$ cat config.mk
export PLATFORM = sky130hd
export DESIGN_NAME = dx_issue_latch
export DESIGN_NICKNAME = d
export VERILOG_FILES = /design/src/rtl/dx_issue_latch.sv
export SDC_FILE = /design/constraint.sdc
export NUM_CORES = 1
export LEC_CHECK = 0
export CAP_MARGIN = 20
export CELL_PAD_IN_SITES_DETAIL_PLACEMENT = 0
export CELL_PAD_IN_SITES_GLOBAL_PLACEMENT = 2
export CORE_ASPECT_RATIO = 0.7
export CORE_MARGIN = 4
export CORE_UTILIZATION = 22
export DETAILED_ROUTE_END_ITERATION = 16
export PLACE_DENSITY_LB_ADDON = 0.1
export SETUP_SLACK_MARGIN = 0.3
export SKIP_CTS_REPAIR_TIMING = 1
export SLEW_MARGIN = 20
export SYNTH_ARGS = -nofsm -noshare
export SYNTH_HDL_FRONTEND = slang
export SYNTH_SLANG_ARGS = --single-unit
$ cat constraint.sdc
create_clock -name clock -period 2.2 [get_ports clock]
set_input_delay 0.33 -clock clock [delete_from_list [all_inputs] [get_ports clock]]
set_output_delay 0.33 -clock clock [all_outputs]
set_load 0.02 [all_outputs]
$ cat src/rtl/dx_issue_latch.sv
// Decode->execute pipeline register: operand select/forwarding, ALU control decode,
// hold/flush handling and a saturating bubble counter. Forwarding is enabled by DX_BYPASS_EN.
module dx_src_sel (
   input  logic [4:0]  addr,
   input  logic [31:0] rf_data,
   input  logic        xm_wr_en,
   input  logic [4:0]  xm_rd,
   input  logic [31:0] xm_value,
   input  logic        mw_wr_en,
   input  logic [4:0]  mw_rd,
   input  logic [31:0] mw_value,
   output logic [31:0] value,
   output logic        conflict
);
   logic zero_src, xm_hit, mw_hit;

   assign zero_src = (addr == 5'd0);
   assign xm_hit   = xm_wr_en && (xm_rd == addr) && !zero_src;
   assign mw_hit   = mw_wr_en && (mw_rd == addr) && !zero_src;
   assign conflict = xm_hit || mw_hit;

`ifdef DX_BYPASS_EN
   // XM is the younger producer, so it wins over MW
   always_comb begin
      value = rf_data;
      if (zero_src)    value = '0;
      else if (xm_hit) value = xm_value;
      else if (mw_hit) value = mw_value;
   end
`else
   logic unused_fwd;
   assign unused_fwd = ^{xm_value, mw_value};
   assign value      = zero_src ? '0 : rf_data;
`endif
endmodule

module dx_issue_latch #(
   parameter int CNT_W = 16
) (
   input  logic             clock,
   input  logic             reset,
   input  logic             d_valid,
   input  logic [31:0]      d_insn,
   input  logic [31:0]      d_pc,
   input  logic [4:0]       d_a_addr,
   input  logic [4:0]       d_b_addr,
   input  logic [31:0]      d_a_data,
   input  logic [31:0]      d_b_data,
   input  logic             xm_wr_en,
   input  logic [4:0]       xm_rd,
   input  logic [31:0]      xm_value,
   input  logic             mw_wr_en,
   input  logic [4:0]       mw_rd,
   input  logic [31:0]      mw_value,
   input  logic             hold,
   input  logic             flush,
   output logic             x_valid,
   output logic [31:0]      x_operandA,
   output logic [31:0]      x_operandB,
   output logic [4:0]       x_aluop,
   output logic [4:0]       x_shamt,
   output logic [4:0]       x_rd,
   output logic             x_wr_en,
   output logic [31:0]      x_pc,
   output logic [31:0]      x_insn,
   output logic             hazard,
   output logic [CNT_W-1:0] bubble_count
);
   localparam int NUM_SRC = 2;

   typedef struct packed {
      logic        valid;
      logic [31:0] op_a;
      logic [31:0] op_b;
      logic [4:0]  aluop;
      logic [4:0]  shamt;
      logic [4:0]  rd;
      logic        wr_en;
      logic [31:0] pc;
      logic [31:0] insn;
   } dx_t;

   logic [NUM_SRC-1:0][4:0]  src_addr;
   logic [NUM_SRC-1:0][31:0] src_rf;
   logic [NUM_SRC-1:0][31:0] src_val;
   logic [NUM_SRC-1:0]       src_hit;

   assign src_addr = {d_b_addr, d_a_addr};
   assign src_rf   = {d_b_data, d_a_data};

   // index 0 = operand A, index 1 = operand B
   generate
      for (genvar s = 0; s < NUM_SRC; s++) begin : g_src
         dx_src_sel u_sel (
            .addr     (src_addr[s]),
            .rf_data  (src_rf[s]),
            .xm_wr_en (xm_wr_en),
            .xm_rd    (xm_rd),
            .xm_value (xm_value),
            .mw_wr_en (mw_wr_en),
            .mw_rd    (mw_rd),
            .mw_value (mw_value),
            .value    (src_val[s]),
            .conflict (src_hit[s])
         );
      end
   endgenerate

   logic [4:0]  op;
   logic [4:0]  dec_aluop, dec_shamt;
   logic        dec_wr, use_imm;
   logic [31:0] imm_ext;
   dx_t         nxt, cur;

   assign op      = d_insn[31:27];
   assign imm_ext = {{15{d_insn[16]}}, d_insn[16:0]};

   always_comb begin
      dec_aluop = 5'd0;
      dec_shamt = 5'd0;
      dec_wr    = 1'b0;
      use_imm   = 1'b0;
      case (op)
         5'b00000: begin
            dec_aluop = d_insn[6:2];
            dec_shamt = d_insn[11:7];
            dec_wr    = 1'b1;
         end
         5'b00101, 5'b01000: begin
            use_imm = 1'b1;
            dec_wr  = 1'b1;
         end
         5'b00111: use_imm = 1'b1;
         5'b00010, 5'b00110: dec_aluop = 5'b00001;
         default: ;
      endcase
   end

   always_comb begin
      nxt       = '0;
      nxt.valid = 1'b1;
      nxt.op_a  = src_val[0];
      nxt.op_b  = use_imm ? imm_ext : src_val[1];
      nxt.aluop = dec_aluop;
      nxt.shamt = dec_shamt;
      nxt.rd    = d_insn[26:22];
      nxt.wr_en = dec_wr && (d_insn[26:22] != 5'd0);
      nxt.pc    = d_pc;
      nxt.insn  = d_insn;
   end

`ifdef DX_BYPASS_EN
   logic unused_hit;
   assign unused_hit = |src_hit;
   assign hazard     = 1'b0;
`else
   // B only counts when the instruction actually reads it from the regfile
   assign hazard = d_valid && (src_hit[0] || (src_hit[1] && !use_imm));
`endif

   logic load_bubble;
   assign load_bubble = flush || (!hold && !d_valid);

   always_ff @(posedge clock or negedge reset) begin
      if (!reset) begin
         cur          <= '0;
         bubble_count <= '0;
      end else begin
         if (flush)      cur <= '0;
         else if (!hold) cur <= d_valid ? nxt : '0;
         if (load_bubble && (bubble_count != {CNT_W{1'b1}}))
            bubble_count <= bubble_count + 1'b1;
      end
   end

   assign x_valid    = cur.valid;
   assign x_operandA = cur.op_a;
   assign x_operandB = cur.op_b;
   assign x_aluop    = cur.aluop;
   assign x_shamt    = cur.shamt;
   assign x_rd       = cur.rd;
   assign x_wr_en    = cur.wr_en;
   assign x_pc       = cur.pc;
   assign x_insn     = cur.insn;
endmodule

# Word-level counts from Yosys, hierarchy flattened
# Index checks and enable logic that the tools add are counted.
dict set report word_totals {
  reg_bits 161
  input_bits 219
  word_cells 61
}
dict set report op_classes {
  n_addsub 1
  n_eq_ne 11
  mux 10
  reduce_logical 29
}
# operator n
set op_table {}
lappend op_table {{$mux 145} 3}
lappend op_table {{$mux 32} 3}
lappend op_table {{$eq 5x5->1} 4}
lappend op_table {{$add 16x1->16 const B} 1}
lappend op_table {{$ne 16x16->1 const B} 1}
lappend op_table {{$eq 5x3->1 const B} 3}
lappend op_table {{$logic_not 5->1} 3}
lappend op_table {{$logic_and 1x1->1} 13}
lappend op_table {{$pmux 5 s2} 1}
lappend op_table {{$reduce_or 3->1} 2}
lappend op_table {{$eq 5x2->1 const B} 1}
lappend op_table {{$eq 5x4->1 const B} 1}
lappend op_table {{$logic_not 1->1} 5}
lappend op_table {{$mux 5} 1}
lappend op_table {{$reduce_bool 5->1} 1}
lappend op_table {{$logic_or 1x1->1} 4}
lappend op_table {{$mux 1} 2}
lappend op_table {{$ne 2x1->1 const B} 1}
lappend op_table {{$reduce_or 2->1} 1}

# Depth between registers and ports, before layout
# Gate-level depths: netlist (run 1).
dict set report depth {
  depth_word 7
  depth_mapped 6
  depth_no_buf 5
}

# Hierarchy
# From an unflattened synthesis (run 1), not the netlist that was laid out.
dict set report unflattened {
  cells_unflattened 553
  area_unflattened_um2 6776.5
}
# mod n_inst cells_per_inst area_each_um2 seq_area_each_um2
set modules_own_cells {}
lappend modules_own_cells {dx_issue_latch 1 449 6055.8 3903.7}
lappend modules_own_cells {dx_src_sel 2 52 360.3 0.0}

# Least setup slack after synthesis (run 1)
# No wires, ideal clock.
dict set report synth_path {
  path_type {input-to-output}
  from {input port d_insn[28]}
  to {output port hazard}
  t_arrival_ps 1587
  path_slack_ps 283
  cell_stages 6
  path_cell_list {or4b_4 a21o_4 buf_6 nand2_1 a21oi_1 o21a_1}
}
dict set report synth_between {
  elab_chain_len 7
  elab_cells_between_ends 9
}
# item line
set synth_lines {}
lappend synth_lines {{start, declared} 43} ;# input logic [31:0] d_insn,
lappend synth_lines {{$eq 5x3->1 or $eq 5x4->1 (tied branches)} 123} ;# case (op)
lappend synth_lines {{$reduce_or 3->1 (no line) (*)} -}
lappend synth_lines {{$mux 1 (*)} 123}
lappend synth_lines {{$logic_not 1->1 (*)} 158} ;# assign hazard = d_valid && (src_hit[0] || (src_hit[1] && !use_imm));
lappend synth_lines {{$logic_and 1x1->1 (*)} 158}
lappend synth_lines {{$logic_or 1x1->1 (*)} 158}
lappend synth_lines {{$logic_and 1x1->1 (*)} 158}
lappend synth_lines {{end, declared} 66} ;# output logic hazard,
# Every way passes the cells marked *; elsewhere a longest branch is shown, timed or not.

# Worst setup path after layout (run 1)
dict set report layout_path {
  from {input port d_a_addr[0]}
  to {output port hazard}
}
dict set report layout_between {
  elab_chain_len 6
  elab_cells_between_ends 11
}
# item line
set layout_lines {}
lappend layout_lines {{start, declared} 45} ;# input logic [4:0] d_a_addr,
lappend layout_lines {{$eq 5x5->1, or another cell as far along} 18} ;# assign xm_hit = xm_wr_en && (xm_rd == addr) && !zero_src;
lappend layout_lines {{$logic_and 1x1->1, or another cell as far along} 18}
lappend layout_lines {{$logic_and 1x1->1 (on tied branches)} {18, 19}}
lappend layout_lines {{$logic_or 1x1->1 (*)} 20} ;# assign conflict = xm_hit || mw_hit;
lappend layout_lines {{$logic_or 1x1->1 (*)} 158}
lappend layout_lines {{$logic_and 1x1->1 (*)} 158}
# Marked as above.

==> results.md, run 1 <==
- Share of post-route cells with drive strength above 1: 0.137
- Number of violations reported at the end of detailed-routing iteration 0: 165
- Required arrival time at the worst endpoint: 1.87 ns
- Starting Density: 0.223
- RePlAce Congestion: 0.811
- Die Ht: 151 µm
- Total power divided by cell area: 719 nW/µm²
- CTS Buffer Depth: 2
- Ranking of synthesized cells by area: dfrtp_1 61%, a22o_1 14%, nand2_1 3.0%, xor2_1 2.3%, a21oi_1 2.1%
- Overall via count from detail_route: 5702
- Routed len/inst: 19.9 µm
- Largest vdd supply drop: 471 µV
- Hold path cells: 2
- Worst-case reg-to-reg path depth: 5
- Most frequently used flop master after synthesis: dfrtp_1
- TritonCTS clock tree: done
- P&R area growth vs syn: 72.7%
- Slew HR: 0.473
- Cell type contributing the most total cell area after synthesis: dfrtp_1
- Crit path time final: 2.04 ns
- Post-Synthesis Cell Area: 6420 µm²
- Achievable Freq: 490 MHz
- Classification of the worst setup path: input port to output port
- Max-cap viol count: 0
- Worst-margin pin slew: 0.788 ns
- Largest net degree at the start of global routing: 90
- Pre-CTS setup slack: -0.599 ns
- Hold Violations, Final: 0
- Kind of start point of the critical path: input port
- Synthesized instance count: 528
- Overall power of the completed layout: 0.00797 W
- Dpl hpwl: 18000 µm
- Post-route DRC violation count: 0
- YS warnings: 0
- Count of pins on the block boundary: 381
- LEAKAGE: 5.00 nW
- Synthesized area divided by synthesized cell count: 12.2 µm²
- Initial antenna violation count: 5
- Register area share after synthesis: 0.608
- Setup Viol. Count Final: 0
- Root buffer selected by CTS: clkbuf_16
- Number of storage elements in the synthesis netlist: 156
- Post-synthesis net count: 748
- Detailed-route vias per instance: 4.54
- Final ANT Viol Nets: 0
- Crit path capture type: output port
- Leading cell type in the layout, fill and taps excluded: clkdlybuf4s50_1
- Endpoint, Worst Hold: x_insn[30]
- CP Max Fanout: 3
- First-pass GRT wire length: 36800 µm
- Commonest non-fill, non-tap cells in the layout: 278 x clkdlybuf4s50_1, 156 x dfrtp_1, 103 x a22o_1
- Hold Startpoint: d_insn[30]
- Final cell utilization of the core: 0.385
- Total iterations of the first detailed-routing run: 6
- Number of filler cells placed in the layout: 2814
- Startpoint of the worst register-to-register path: bubble_count[4]
- Sinks on Clock Net: 156
- Clock latency of the later-clocked register in the worst-skew pair: 0.43 ns
- EDFF count, synth: 0
- Min-Delay Path Class: input port to register
- Buffers on Ports: 316
- Setup repair after global routing missed its margin: yes
- Std cell rows: 52
- Final worst path period share: 0.928
- Share of synthesized registers carrying an async set or reset: 1.00
- Clock-pin slew on the worst setup and hold paths: 0.06 ns
- Die Area: 32000 µm²
- Number of global-route vias before repair: 6003
- Wirelength, routed: 25000 µm
- Worst-case clock skew: 0.00967 ns
- Post-route cell area: 11100 µm²
- Endpoint arrival time on the critical path: 1.71 ns
- Internal reg-to-reg setup slack: 0.52 ns
- Total placed instance area: 10300 µm²
- Overall track demand over capacity in global routing: 0.150
- Max Transition Viols Final: 0
- Total CTS buffers: 17
- Area used by sequential logic in the layout: 3900 µm²
- Placeable core area: 28800 µm²
- GRT Residual Overflow: 0
- Critical R2R Capture: bubble_count[15]
- Count of distinct cell types in the synthesized netlist: 49
- Result of the run: finished, final reports clean
- Die X: 212 µm
- Footprint of the multi-input gates: 2370 µm²
- Final nets: 1083
- Portion of synthesized cell area occupied by the leading cell type: 0.608
- Final worst slack: 0.157 ns
- CTS H-Tree Depth: 4
[flip-flops by register name (all words and copies together) (netlist names)]
register      cells
x_operandA       32
x_operandB       32
x_pc             32
x_insn           28
bubble_count     16
x_aluop           5
x_shamt           5
x_rd              4
x_valid           1
x_wr_en           1
[routing by layer]
layer	vias up	GRT usage	routed length [µm]
met5	-	0	26
met4	4	0.0570	812
met3	54	0.0555	1750
met2	181	0.225	11300
met1	2846	0.198	11100
li1	2617	-	-
[logic make-up after synthesis]
family	synth area share
adder cells (fa/ha/maj)	0.00195
flip-flops	0.608
multiplexers	0.00331
AND/OR/NAND/NOR	0.0914
buffers and inverters	0.0325
AO/OA/AOI/OAI	0.221
XOR/XNOR	0.0423
[synthesized netlist by cell type, types with 2 or more instances]
library cell and count:
nor3_1 3, a21oi_1 27, clkbuf_8 2, a21oi_2 9, and4_1 2, nor2_1 4
xor2_1 17, and3_2 7, clkbuf_1 25, buf_1 6, nand3_1 10, a22o_1 103
or4_1 2, o21ai_1 10, dfrtp_1 156, and3_4 3, xnor2_1 14, nand2_1 51
o21ai_0 26, nor4_1 5, nand4_1 5, buf_4 6, and3_1 9
[how the worst max path moves through the flow]
stage,from,endpoint,slack [ns],depth (start not counted)
finish,d_a_addr[0],hazard,0.16,7
global route,d_a_addr[0],hazard,0.15,7
CTS,d_insn[30],hazard,-0.60,7
detailed placement,d_insn[30],hazard,-0.60,7
global placement,d_insn[30],hazard,-0.59,7
floorplan,d_insn[28],hazard,0.30,6
[worst max-delay path, cell delays in order]
cell and delay, ns:
dlymetal6s2s_1 0.17, xor2_1 0.19, nor4_1 0.42, nand3_1 0.17
a21oi_2 0.17, o21a_2 0.14, buf_6 0.11
[power breakdown]
group	leakage, nW	internal (W)	total, W	switching [W]
Combinational	2.56	0.000724	0.00138	0.000657
Clock	0.320	0.00212	0.00340	0.00128
Sequential	2.13	0.00302	0.00319	0.000166
Total	5.00	0.00587	0.00797	0.00210
[per-stage QoR]
step / TNS, ns / hold slack [ns] / std cells
floorplan: 0 / 0.0344 / 528
global placement: -20.38 / 0.323 / 1219
detailed placement: -9.20 / 0.332 / 1219
CTS: -0.598 / -0.139 / 1251
global route: 0 / 0.200 / 1257
finish: 0 / 0.222 / 1257
[cell type report]
class / instances / area share
Clock inverter: 12 / 0.0187
Tap cell: 378 / 0.0426
Multi-Input combinational cell: 330 / 0.214
Antenna cell: 3 / 0.000677
Timing Repair Buffer: 357 / 0.330
Inverter: 1 / 0.000338
Clock buffer: 20 / 0.0421
Sequential cell: 156 / 0.352
No activity file was read; power rests on OpenSTA's default activity.
==> run 2: changes to the inputs <==
--- a/config.mk
+++ b/config.mk
@@ -10,7 +10,7 @@
 export CELL_PAD_IN_SITES_GLOBAL_PLACEMENT = 2
 export CORE_ASPECT_RATIO = 0.7
 export CORE_MARGIN = 4
-export CORE_UTILIZATION = 22
+export CORE_UTILIZATION = 24
 export DETAILED_ROUTE_END_ITERATION = 16
 export PLACE_DENSITY_LB_ADDON = 0.1
 export SETUP_SLACK_MARGIN = 0.3
==> constraint.sdc (replaced) <==
create_clock -name clock -period 2.41 [get_ports clock]
set_input_delay 0.3615 -clock clock [delete_from_list [all_inputs] [get_ports clock]]
set_output_delay 0.3615 -clock clock [all_outputs]
set_load 0.02 [all_outputs]
==> run 2 against run 1 <==
- sequential power is 8.8% lower
- final cell count is 2.2% lower
- critical path depth stayed put
- total power is 12% lower
- cell area is 1.3% lower
- sequential share of layout area is 0.46 points higher
- register-to-register slack better by 0.09 ns
- die area is 8.0% lower
- routed wire length is 4.6% lower
- clock-buffer cell count is 3 higher
- via count is 1.5% lower
- flip-flop and latch count stayed put
==> results.md, run 2 (synthesized netlist as in run 1, its figures left out) <==
- Result of the run: finished, final reports clean
- Final nets: 1079
- Critical R2R Capture: bubble_count[7]
- Number of global-route vias before repair: 6111
- Number of diodes: 0
- Detailed-route vias per instance: 4.57
- Final worst path period share: 0.877
- Final cell utilization of the core: 0.421
- Dpl hpwl: 17400 µm
- First-pass GRT wire length: 36500 µm
- Max Transition Viols Final: 0
- Buffers on Ports: 316
- Placed cells: 1196
- Comb pwr share: 0.181
- Met2 GRT Util: 0.237
- Count of pins on the block boundary: 381
- CTS Buffer Depth: 2
- Proportion of power drawn by the clock network: 0.402
- Crit path capture type: output port
- Routed len/inst: 19.4 µm
- Internal reg-to-reg setup slack: 0.61 ns
- Instance count on the critical path: 7
- M3 GR Usage: 0.0675
- Sinks on Clock Net: 156
- Commonest non-fill, non-tap cells in the layout: 293 x clkdlybuf4s50_1, 156 x dfrtp_1, 103 x a22o_1
- Setup Viol. Count Final: 0
- Share of post-route cells with drive strength above 1: 0.122
- Final instance count without filler cells: 1229
- GRT Residual Overflow: 0
- Part of the power in registers: 0.417
- Classification of the worst setup path: input port to output port
- Worst-margin pin slew: 0.743 ns
- Number of filler cells placed in the layout: 2482
- Cell family with the largest share of critical-path delay: buffers and inverters
- Stage delay of the slowest cell on the critical path: 0.45 ns
- Critical Path, Cell by Cell: clkdlybuf4s50_1, xor2_1, nor4_2, nand3_1, a21oi_1, o21a_1, buf_6
- CP Max Fanout: 2
- Endpoint arrival time on the critical path: 1.75 ns
- CTS H-Tree Depth: 4
- LEAKAGE: 4.80 nW
- Std cell rows: 49
- Clock latency of the later-clocked register in the worst-skew pair: 0.42 ns
- Startpoint of the worst register-to-register path: bubble_count[4]
- P&R area growth vs syn: 70.5%
- Placeable core area: 26000 µm²
- Worst-case reg-to-reg path depth: 5
- Total power divided by cell area: 638 nW/µm²
- Hold Violations, Final: 0
- Kind of start point of the critical path: input port
- Wirelength, routed: 23900 µm
- RePlAce Congestion: 0.801
- Internal power: 0.00515 W
- Number of violations reported at the end of detailed-routing iteration 0: 218
- Largest vdd supply drop: 452 µV
- Most congested layer reported by global routing: met2
- Crit path time final: 2.11 ns
- TritonCTS clock tree: done
- Critical path startpoint: xm_rd[3]
- Overall via count from detail_route: 5614
- Die Ht: 145 µm
- Slowest cell on crit path: clkdlybuf4s50_1
- Number of buffers and inverters on the critical path: 2
- Die X: 204 µm
- Total iterations of the first detailed-routing run: 5
- Post-route DRC violation count: 0
- Clock-pin slew on the worst setup and hold paths: 0.06 ns
- Max-cap viol count: 0
- Leading cell type in the layout, fill and taps excluded: clkdlybuf4s50_1
- Global Route met1 Usage: 0.216
- Starting Density: 0.247
- Net Sw Frac: 0.262
- Switching pwr: 0.00183 W
- Largest net degree at the start of global routing: 74
- Total CTS buffers: 17
- Initial antenna violation count: 2
- Required arrival time at the worst endpoint: 2.05 ns
- Final ANT Viol Nets: 0
- Slew HR: 0.503
- Die Area: 29500 µm²
- Worst-case clock skew: 0.00611 ns
- Setup repair after global routing missed its margin: yes
- Destination of the critical timing path: hazard
- Achievable Freq: 473 MHz
- Root buffer selected by CTS: clkbuf_16
- Overall track demand over capacity in global routing: 0.160
- Min-Delay Path Class: input port to register
[run 2: cell types whose count changed in the layout (fill, tap and decap cells not counted), moves of 3 or more]
cell | before | now
clkdlybuf4s50_1 | 278 | 293
buf_4 | 30 | 26
diode_2 | 3 | 0
clkbuf_1 | 0 | 3
dlymetal6s2s_1 | 31 | 20
[run 2: cell type report]
cell class	count	area (µm²)	share of cell area
sequential	156	3900	0.357
timing repair buffer	353	3620	0.330
multi-input combinational	330	2370	0.216
clock buffer	23	478	0.0437
tap	357	447	0.0408
clock inverter	9	135	0.0123
inverter	1	3.75	0.000343
[run 2: worst reg2reg max path, cell delays in order, from the launching register on]
cell	delay (ns)
dfrtp_1	0.45
and4_1	0.32
nand4_1	0.15
o31ai_1	0.49
nor3_1	0.11
xor2_1	0.16
[run 2: metrics by stage]
stage / power [W] / hold slack (ns) / setup TNS [ns] / setup slack (ns) / cell area (µm²)
after floorplan: 0.00343 / 0.0659 / 0 / 0.430 / 6420
after global placement: 0.00422 / 0.430 / -6.07 / -0.450 / 10200
after detailed placement: 0.00423 / 0.457 / -1.94 / -0.496 / 10200
after CTS: 0.00710 / -0.0242 / -0.497 / -0.497 / 10900
after global routing: 0.00733 / 0.270 / 0 / 0.211 / 10900
final: 0.00698 / 0.265 / 0 / 0.297 / 10900
[run 2: power groups by stage]
stage	Clock (W)	Sequential, W	Combinational [W]
after floorplan	0	0.00311	0.000321
after global placement	0	0.00295	0.00127
after detailed placement	0	0.00295	0.00128
after CTS	0.00291	0.00291	0.00128
after global routing	0.00304	0.00294	0.00136
final	0.00280	0.00291	0.00127
[run 2: layer usage]
metal,part of all wire,vias up
met5,0.00092,-
met4,0.013,4
met3,0.082,20
met2,0.45,177
met1,0.45,2805
li1,-,2608
[run 2: worst min path at each step]
stage	from	to	slack [ns]	cells after the start
after floorplan	reset	bubble_count[0]	0.07	0
after global placement	reset	bubble_count[8]	0.43	1
after detailed placement	reset	bubble_count[15]	0.46	1
after CTS	reset	bubble_count[8]	-0.02	1
after global routing	d_insn[30]	x_insn[30]	0.27	2
final	d_insn[30]	x_insn[30]	0.27	2
